--- src/rtl/enemy_wave_scheduler.sv ---
// Enemy wave scheduler: walks the active level's spawn queue ROM, waits for each
// entry's timestamp against a frame-driven game timer, picks the lowest free
// enemy slot and hands the spawn to the engine over a valid/ready handshake.
module enemy_wave_scheduler #(
   parameter int QUEUE_DEPTH = 64,
   parameter int ADDR_W      = 6,
   parameter int SLOT_CNT    = 8,
   parameter int TS_W        = 12
) (
   input  logic                clk,
   input  logic                rst,
   input  logic                frame_tick,
   input  logic                level_start,
   input  logic [1:0]          level,
   input  logic                pause,
   input  logic [SLOT_CNT-1:0] slot_exist,
   output logic                q_rd_en,
   output logic [ADDR_W+1:0]   q_addr,
   input  logic [TS_W+2:0]     q_data,
   output logic                spawn_valid,
   output logic [2:0]          spawn_slot,
   output logic [2:0]          spawn_type,
   input  logic                spawn_ready,
   output logic [TS_W-1:0]     game_time,
   output logic [ADDR_W:0]     spawned_cnt,
   output logic                queue_done,
   output logic                busy
);

   localparam logic [2:0] S_IDLE      = 3'd0;
   localparam logic [2:0] S_FETCH     = 3'd1;
   localparam logic [2:0] S_WAIT_DATA = 3'd2;
   localparam logic [2:0] S_WAIT_TIME = 3'd3;
   localparam logic [2:0] S_FIND_SLOT = 3'd4;
   localparam logic [2:0] S_SPAWN     = 3'd5;
   localparam logic [2:0] S_DONE      = 3'd6;

   localparam logic [TS_W-1:0]   TS_MAX   = '1;
   localparam logic [ADDR_W:0]   CNT_MAX  = (ADDR_W+1)'(QUEUE_DEPTH);
   localparam logic [ADDR_W-1:0] IDX_LAST = ADDR_W'(QUEUE_DEPTH - 1);

   logic [2:0]        state;
   logic [1:0]        bank;
   logic [ADDR_W-1:0] index;
   logic [TS_W-1:0]   entry_ts;
   logic [2:0]        entry_type;
   logic              free_found;
   logic [2:0]        free_idx;
   logic              start_ok;

   // level 0 is not a playable level, so its start pulse is dropped
   assign start_ok    = level_start && (level != 2'd0);

   assign q_rd_en     = (state == S_FETCH);
   assign q_addr      = {bank, index};
   assign spawn_valid = (state == S_SPAWN);
   assign queue_done  = (state == S_DONE);
   assign busy        = (state != S_IDLE) && (state != S_DONE);

   // lowest-index free slot; scan downward so the lowest zero wins
   always_comb begin
      free_found = 1'b0;
      free_idx   = 3'd0;
      for (int i = SLOT_CNT-1; i >= 0; i--) begin
         if (!slot_exist[i]) begin
            free_found = 1'b1;
            free_idx   = 3'(i);
         end
      end
   end

   // queue walk / spawn handshake state machine
   always_ff @(posedge clk or posedge rst) begin
      if (rst) begin
         state       <= S_IDLE;
         bank        <= 2'd0;
         index       <= '0;
         entry_ts    <= '0;
         entry_type  <= 3'd0;
         spawn_slot  <= 3'd0;
         spawn_type  <= 3'd0;
         spawned_cnt <= '0;
      end else if (start_ok) begin
         // restart wins over everything, including a pending request
         bank        <= level - 2'd1;
         index       <= '0;
         spawned_cnt <= '0;
         state       <= S_FETCH;
      end else begin
         case (state)
            S_FETCH: state <= S_WAIT_DATA;
            S_WAIT_DATA: begin
               entry_ts   <= q_data[TS_W+2:3];
               entry_type <= q_data[2:0];
               state      <= S_WAIT_TIME;
            end
            S_WAIT_TIME: begin
               if (entry_type == 3'd0)
                  state <= S_DONE;
               else if ((game_time >= entry_ts) && !pause)
                  state <= S_FIND_SLOT;
            end
            S_FIND_SLOT: begin
               // a full slot table stalls the queue rather than dropping entries
               if (!pause && free_found) begin
                  spawn_slot <= free_idx;
                  spawn_type <= entry_type;
                  state      <= S_SPAWN;
               end
            end
            S_SPAWN: begin
               if (spawn_ready) begin
                  if (spawned_cnt != CNT_MAX)
                     spawned_cnt <= spawned_cnt + 1'b1;
                  if (index == IDX_LAST) begin
                     state <= S_DONE;
                  end else begin
                     index <= index + 1'b1;
                     state <= S_FETCH;
                  end
               end
            end
            S_IDLE, S_DONE: state <= state;
            default: state <= S_IDLE;
         endcase
      end
   end

   // game timer: counts unpaused frames once a level is running, saturating
   always_ff @(posedge clk or posedge rst) begin
      if (rst)
         game_time <= '0;
      else if (start_ok)
         game_time <= '0;
      else if (frame_tick && !pause && (state != S_IDLE) && (game_time != TS_MAX))
         game_time <= game_time + 1'b1;
   end

endmodule

--- config.mk ---
export PLATFORM = sky130hd
export DESIGN_NAME = enemy_wave_scheduler
export DESIGN_NICKNAME = d
export VERILOG_FILES = /design/src/rtl/enemy_wave_scheduler.sv
export SDC_FILE = /design/constraint.sdc
export NUM_CORES = 1
export LEC_CHECK = 0
export ABC_CLOCK_PERIOD_IN_PS = 4850
export CORE_MARGIN = 10
export CORE_UTILIZATION = 50
export CTS_CLUSTER_DIAMETER = 60
export DETAILED_ROUTE_END_ITERATION = 6
export PLACE_DENSITY = 0.87
export SLEW_MARGIN = 20
export SYNTH_ARGS = -nofsm -noshare
export SYNTH_HDL_FRONTEND = slang
export SYNTH_SLANG_ARGS = --single-unit
--- constraint.sdc ---
create_clock -name clk -period 4.85 [get_ports clk]
set_clock_uncertainty 0.05 [all_clocks]
set_input_delay 0.7275 -clock clk [delete_from_list [all_inputs] [get_ports clk]]
set_output_delay 0.7275 -clock clk [all_outputs]
set_load 0.02 [all_outputs]
**Word-level counts from Yosys, hierarchy flattened**

Cells that the tools add are included.

- Bitwise gates (word level): 1
- Mux-type cells: 33
- Magnitude comparators: 1
- Add/sub/neg operators: 4
- Reduce and logical (&&, ||, !) cells: 22
- Equal/unequal tests: 15

Operators with widths:

| kind | count |
|---|---|
| 3-bit two-way mux | 14 |
| 7-bit two-way mux | 4 |
| 12-bit two-way mux | 2 |
| 6-bit two-way mux | 4 |
| 3-bit one-hot mux with 6 select lines | 1 |
| 12-bit by 1-bit adder with 12-bit output, second input constant | 1 |
| 12-bit >= comparator | 1 |
| 12-bit != test, second input constant | 1 |
| 2-bit nonzero test | 5 |
| 3-bit == test, second input constant | 3 |
| 3-bit AND reduction | 3 |
| 1-bit two-way mux | 8 |
| 7-bit by 1-bit adder with 7-bit output, second input constant | 1 |
| 1-bit logical AND | 7 |
| 7-bit != test, second input constant | 1 |
| 6-bit by 1-bit adder with 6-bit output, second input constant | 1 |
| 3-bit by 2-bit == test with 1-bit output, second input constant | 2 |
| 6-bit == test, second input constant | 1 |
| 3-bit zero test | 2 |
| 3-bit != test, second input constant | 2 |
| 2-bit != test, second input constant | 2 |
| 4-bit != test, second input constant | 1 |
| 4-bit AND reduction | 1 |
| 3-bit by 1-bit == test with 1-bit output, second input constant | 1 |
| 7 further kinds | 7 |

- Word-level logic and storage cells: 85
- Output and inout bits: 37
- Flip-flop bits (word level): 51
- Input bits: 31

**Logic depth before layout (Yosys ltp)**

Gate-level depths: netlist of run 1.

- Depth after elaboration: 12
- Depth in mapped cells: 9
- Mapped depth without buffers: 8

**Least setup slack after synthesis of run 1**

No wires, ideal clock.

- Path kind: reg2reg
- From: register game_time[0]
- To: register state[1]
- Data arrival time: 2179 ps
- Stages on the path, launching flop included: 9
- Clock period less this slack: 2352 ps
- Buffers on the path: 0
- Setup time: 123 ps
- Path slack: 2498 ps
- Required time: 4677 ps
- Cells stage by stage: dfrtp_1 -> inv_1 -> ha_1 -> nand2b_4 -> a2111oi_4 -> o41ai_2 -> a2111oi_4 -> nor2_1 -> o221a_1

- Word-level cells in the longest chain between the ends: 4

RTL lines:

| what | RTL line | RTL |
|---|---|---|
| start, declared | 24 | `output logic [TS_W-1:0] game_time,` |
| start signal, assigned | 136 | `game_time <= game_time + 1'b1;` |
| 12-bit >= comparator | 100 | `else if ((game_time >= entry_ts) && !pause)` |
| 1-bit logical AND | 100 |  |
| 4-bit != test (no source line) | -- |  |
| 4-bit AND reduction (no source line) | -- |  |
| end signal, assigned | 123 | `S_IDLE, S_DONE: state <= state;` |
| end, declared | 42 | `logic [2:0] state;` |

Every way passes these cells.
A chain may end at the register's enable or synchronous reset.

**Worst setup path after layout of run 1**

- From: input level[0]
- To: register state[1]

- Word-level cells in the longest chain between the ends: 4
- Elaborated cells on any way between the ends: 8
- Classes of those cells: 4 x eq/ne; 1 x mux; 3 x reduce/logical

RTL lines:

| what | RTL line | RTL |
|---|---|---|
| start, declared | 14 | `input logic [1:0] level,` |
| 2-bit nonzero test (*) | 52 | `assign start_ok = level_start && (level != 2'd0);` |
| 1-bit logical AND (*) | 52 |  |
| 4-bit != test (no source line), or another cell as far along | -- |  |
| 4-bit AND reduction (no source line) | -- |  |

Mark *: on every way between the ends. The rest lies on a longest branch, timed or not.

==> flow_metrics.tcl, run 1 <==
set metrics [dict create \
    ctsResizeCount 0 \
    slew_violations 0 \
    drc 0 \
    setup_viol 0 \
    cp.arrival_ps 3120 \
    reg2reg_to "state[1]$_DFFE_PP0P_" \
    maxCapViolations 0 \
    r2r_start "game_time[0]$_DFFE_PP0P_" \
    syn-instance-count 282 \
    max-slew-margin-rel_pct 41.36 \
    grt_use_total_pct 15.45 \
    clockRootBuffer "clkbuf_8" \
    fin_hold_ws_ps 449.3 \
    status "complete, no violations" \
    hold_start "bank[1]$_DFFE_PP0P_" \
    rows 27 \
    r2r_cells 8 \
    io_buffers 67 \
    whs_endpoint "bank[1]$_DFFE_PP0P_" \
    grt_max_degree 52 \
    critical_path_class "input port to flip-flop" \
    cp_cell_sequence "clkdlybuf4s50_1 > inv_1 > ha_1 > and2b_1 > nor2_1 > a2111oi_4 > o21ai_0 > nor2_1 > o221a_1" \
    start_util_pct 52.25 \
    clock_latency_ps 310 \
    leakagePower_nw 1.691 \
    synth_area_mm2 0.002930 \
    avgSynthCellArea_um2 10.39 \
    finalNonFillerCells 421 \
    wl_per_cell_um 16.44 \
    critPathRequiredTime_ps 5050 \
    h-tree-depth 2 \
    rrSetupSlack_ps 2440 \
    core_mm2 0.005608 \
    num_vias 2304 \
    clkSinkCount 51 \
    antenna_found_initial 0 \
    fin_crit_ps 2916 \
    dp.cells 413 \
    drtIter0Drc 99 \
    total_power_w 0.001635 \
    worstMarginPinSlew_ps 879.6 \
    fmax_mhz 342.9 \
    tritoncts "done" \
    crit_slowest_cell "and2b_1" \
    nNetsFinal 396 \
    syn_nets 330 \
    ys.warnings.count 0 \
    synth_edf_count 0 \
    antenna_left 0 \
    grt_overflow 0 \
    die_x_um 96.56 \
    die_height_um 96.56 \
    avgViaCountPerCell 5.473 \
    fill_cells 460 \
    cp-start-kind "input port" \
    io_pins 68 \
    finalSetupTns_ps 0 \
    min_path_type "flip-flop to flip-flop" \
    ys_seq_area_share_pct 43.55 \
    cpPeakStageDelay_ps 570 \
    ir_drop_v 0.0002793 \
    hold_viol 0 \
    finalWirelength_mm 6.920 \
    hold_buffers 0 \
    dp_hpwl_mm 5.207 \
    drive_gt1_share_pct 11.75 \
    whs_path_depth 2 \
    cts_setup_buffers 0 \
    drt-pass1-iter-count 6 \
    gp_congestion 0.8253 \
    clkTransAtPathRegs_ps 90 \
    cts_max_path_buffers 2 \
    ys_seq_elements 51 \
    synth_cell_types 50 \
    critPathCaptureType "flip-flop" \
    synth_async_sr_flop_share_pct 100.0 \
    cts_buffers 5 \
    fin_util_pct 67.43 \
    cp_common_cell "nor2_1" \
    crit_fanout 16 \
    die_area_mm2 0.009323 \
    grt_pass1_vias 2394 \
    synthFlopType "dfrtp_1" \
    power_density_mw_per_mm2 432.4 \
    grt_pass1_wl_mm 11.59 \
    syn_to_final_growth_pct 29.04 \
    fin_crit_sh_pct 60.12 \
    rsz0062_at_grt "false" \
    n_antenna_cell 0 \
]
[state kept, by name (all words and copies together), names as in the netlist, 3 cells and up]
register / flops
state: 3
spawn_slot: 3
game_time: 12
spawn_type: 3
entry_ts: 12
entry_type: 3
spawned_cnt: 7
index: 6
[how the worst max path moves through the flow]
stage / start / to / slack (ps) / cells after the start
2_1_floorplan: game_time[0]$_DFFE_PP0P_ / state[1]$_DFFE_PP0P_ / 2500 / 8
6_report: level[0] / state[1]$_DFFE_PP0P_ / 1930 / 9
5_1_grt: level[0] / state[1]$_DFFE_PP0P_ / 1730 / 9
3_3_place_gp: level[0] / state[1]$_DFFE_PP0P_ / 1680 / 9
4_1_cts: level[0] / state[1]$_DFFE_PP0P_ / 1930 / 9
3_5_place_dp: level[0] / state[1]$_DFFE_PP0P_ / 1600 / 9
[metrics by stage]
step | instance area (um2) | setup slack, ps
finish | 3781 | 1934
CTS | 3780 | 1930
floorplan | 2930 | 2498
global route | 3781 | 1727
global placement | 3643 | 1678
detailed placement | 3643 | 1603
[Yosys cell counts, types with 8 or more instances]
| cell type | count | share of area (%) |
|---|---|---|
| a21oi_1 | 9 | 1.5 |
| and3_1 | 8 | 1.7 |
| dfrtp_1 | 51 | 44 |
| ha_1 | 17 | 7.3 |
| inv_1 | 22 | 2.8 |
| mux2_2 | 18 | 6.9 |
| nand2_1 | 24 | 3.1 |
| nand3_1 | 9 | 1.5 |
| nand4_1 | 9 | 1.9 |
| nor2_1 | 30 | 3.8 |
| o21ai_0 | 8 | 1.4 |
| xor2_1 | 15 | 4.5 |
[layer usage]
metal  up-vias  global-route usage, %  part of all wire (%)
met2        63                  26.34                    50
li1       1106                      -                     -
met1      1129                  18.59                    42
met4         0                  3.390                  0.69
met5         -                      0                     0
met3         6                  5.012                   7.2
[worst max-delay path: cells and delay by family]
kind	cells	cell delay, ps
buffers and inverters	2	530
adders and majority gates	1	190
and+or+nand+nor	3	850
AOI/OAI and AO/OA	3	830
[power by group]
part	internal, W	total, W	switching (W)
clock network	0.000206	0.000349	0.000143
logic	0.000337	0.000651	0.000314
registers	0.000533	0.000635	0.000101
total	0.00108	0.00164	0.000559
[area by class of cell]
type | count | area (um2) | area share (%)
multi-input cells | 200 | 1516 | 40.11
flip-flops and latches | 51 | 1276 | 33.75
clock inverters | 3 | 67.56 | 1.787
inverters | 22 | 83.83 | 2.217
well taps | 72 | 90.09 | 2.383
repair buffers | 68 | 678.2 | 17.94
clock buffers | 5 | 68.82 | 1.820
[placed cells by master, fill, tap and decap left out, types with 2 or more instances in the layout]
cell / n
clkdlybuf4s50_1: 67
dfrtp_1: 51
nor2_1: 30
nand2_1: 24
inv_1: 21
mux2_2: 18
ha_1: 17
xor2_1: 15
nand4_1: 9
nand3_1: 9
a21oi_1: 9
and3_1: 8
o21ai_0: 8
xnor2_1: 6
clkbuf_8: 5
mux2i_1: 3
nor3_1: 3
nor2b_1: 3
o21a_1: 3
a2111oi_4: 3
nor4_4: 2
nand2b_1: 2
or3_1: 2
o22ai_1: 2
bufinv_16: 2
[cell families after synthesis]
logic type	Yosys count	synth area share (%)
flip-flops	51	43.55
AND/OR/NAND/NOR	105	19.98
multiplexers	21	7.942
buffers and inverters	31	4.697
AO/OA/AOI/OAI	36	10.29
XOR/XNOR	21	6.277
adder cells (fa/ha/maj)	17	7.259
No activity file was read; power rests on OpenSTA's default activity.
==> run 2, diff against run 1 <==
--- a/config.mk
+++ b/config.mk
@@ -5,7 +5,7 @@
 export SDC_FILE = /design/constraint.sdc
 export NUM_CORES = 1
 export LEC_CHECK = 0
-export ABC_CLOCK_PERIOD_IN_PS = 4850
+export ABC_CLOCK_PERIOD_IN_PS = 2900
 export CORE_MARGIN = 10
 export CORE_UTILIZATION = 50
 export CTS_CLUSTER_DIAMETER = 60
==> constraint.sdc (replaced) <==
create_clock -name clk -period 2.9 [get_ports clk]
set_clock_uncertainty 0.05 [all_clocks]
set_input_delay 0.435 -clock clk [delete_from_list [all_inputs] [get_ports clk]]
set_output_delay 0.435 -clock clk [all_outputs]
set_load 0.02 [all_outputs]
==> run 2 against run 1 <==
Effect of this change:
- cell area rose by 0.26%
- sequential power rose by 69%
- via count rose by 0.65%
- cell count rose by 0.95%
- clock power rose by 48%
- critical endpoint is now busy
- largest cell class unchanged
- highest routed layer unchanged
==> flow_metrics.tcl, run 2 (synthesis gave the netlist of run 1 again) <==
set metrics [dict create \
    status "complete, no violations" \
    pre_cts_ws_ps 269.5 \
    multi_input_area_mm2 0.001516 \
    critical_path_class "flip-flop to primary output" \
    fin_crit_sh_pct 88.53 \
    gp_congestion 0.8548 \
    hold_buffers 0 \
    setup_slack_ps 332.7 \
    io_buffers 67 \
    ctsResizeCount 0 \
    crit_fanout 13 \
    drtIter0Drc 91 \
    antenna_left 0 \
    clockRootBuffer "clkbuf_8" \
    finalSetupTns_ps 0 \
    rsz0062_at_grt "false" \
    grt_use_total_pct 15.71 \
    power_density_mw_per_mm2 707.2 \
    worstMarginPinSlew_ps 746.8 \
    rows 27 \
    fill_cells 463 \
    drc 0 \
    drive_gt1_share_pct 12.75 \
    final_common_cell "clkdlybuf4s50_1" \
    fin_hold_ws_ps 425.4 \
    leakagePower_nw 1.707 \
    cp-start-kind "flip-flop" \
    grt_pass1_vias 2468 \
    nNetsFinal 400 \
    die_x_um 96.56 \
    wl_per_cell_um 16.98 \
    die_area_mm2 0.009323 \
    clock_latency_ps 310 \
    die_height_um 96.56 \
    min_path_type "input port to asynchronous set/reset pin" \
    critPathRequiredTime_ps 2410 \
    fin_crit_ps 2567 \
    dp_hpwl_mm 5.465 \
    clkSinkCount 51 \
    finalWirelength_mm 7.216 \
    total_power_w 0.002681 \
    ir_drop_v 0.0003851 \
    grt_pass1_wl_mm 11.65 \
    clkTransAtPathRegs_ps 100 \
    grt_max_degree 24 \
    r2r_start "game_time[0]$_DFFE_PP0P_" \
    syn_to_final_growth_pct 29.38 \
    critPathCaptureType "primary output" \
    grt_overflow 0 \
    seq_area_mm2 0.001276 \
    tritoncts "done" \
    maxCapViolations 0 \
    cts_setup_buffers 0 \
    n_antenna_cell 0 \
    setup_viol 0 \
    io_pins 68 \
    max-slew-margin-rel_pct 50.08 \
    hold_viol 0 \
    dpl_cell_area_mm2 0.003674 \
    avgViaCountPerCell 5.456 \
    core_mm2 0.005608 \
    antenna_found_initial 0 \
    reg_top3 "entry_ts: 12 flops, game_time: 12 flops, spawned_cnt: 7 flops" \
    cp.arrival_ps 2080 \
    final_cell_mix "clkdlybuf4s50_1, dfrtp_1, nor2_1, nand2_1, inv_1" \
    slew_violations 0 \
    h-tree-depth 2 \
    drt-pass1-iter-count 4 \
    final_cell_area_mm2 0.003791 \
    start_util_pct 52.25 \
    startpoint "state[1]$_DFFE_PP0P_" \
    cts_max_path_buffers 2 \
    cts_buffers 5 \
    fmax_mhz 389.5 \
    num_vias 2319 \
]
==> run 2: changes by cell type in the layout (fill, tap and decap cells not counted) <==
cell        delta
buf_4          +4
clkbuf_8       +1
bufinv_16      -1
clkinvlp_4     -1
inv_2          +1
==> run 2: per-stage QoR <==
step,std cells,util [%]
floorplan,282,-
global placement,417,65.51
detailed placement,417,65.51
CTS,425,67.60
global route,425,67.60
finish,425,67.60
==> run 2: area by class of cell <==
| class | instances | share of cell area, % |
|---|---|---|
| Clock inverter | 2 | 0.9241 |
| Multi-Input combinational cell | 200 | 40.00 |
| Clock buffer | 6 | 2.178 |
| Timing Repair Buffer | 72 | 18.68 |
| Sequential cell | 51 | 33.66 |
| Inverter | 22 | 2.178 |
| Tap cell | 72 | 2.376 |
==> run 2: report_power, final <==
part | internal [W] | switching [W] | leakage, nW
Clock | 0.000279 | 0.000238 | 0.0612
Combinational | 0.000569 | 0.000523 | 0.980
Sequential | 0.000893 | 0.000179 | 0.666
Total | 0.00174 | 0.000940 | 1.71
==> run 2: path summary, 6_finish.rpt <==
path,endpoint,slack (ps),cells past startpoint
min reg2reg,entry_ts[11]$_DFFE_PP0P_,460,1
max,busy,330,3
min in group clk,entry_ts[11]$_DFFE_PP0P_,460,1
min,spawn_slot[2]$_DFFE_PP0P_,430,2
max reg2reg,state[1]$_DFFE_PP0P_,490,8
max in group asynchronous,game_time[4]$_DFFE_PP0P_,1730,3
==> run 2: layer usage <==
metal  wire, um  part of all wire, %  track usage, %  vias to the layer above
met3        537                  7.4           5.166                        6
met2       3604                   50           26.95                       74
li1           -                    -               -                     1117
met5          0                    0               0                        -
met1       3012                   42           18.74                     1122
met4         62                 0.86           3.390                        0
==> run 2: critical path, cell delays in order, from the launching register on <==
cell             delay [ps]
dfrtp_1                 570
nor2b_1                 400
or3_1                   190
clkdlybuf4s50_1         600
==> run 3, diff against run 2 <==
--- a/config.mk
+++ b/config.mk
@@ -5,7 +5,6 @@
 export SDC_FILE = /design/constraint.sdc
 export NUM_CORES = 1
 export LEC_CHECK = 0
-export ABC_CLOCK_PERIOD_IN_PS = 2900
 export CORE_MARGIN = 10
 export CORE_UTILIZATION = 50
 export CTS_CLUSTER_DIAMETER = 60
==> results of run 3 <==
Final layout, timing and power as in run 2 (identical DEF).
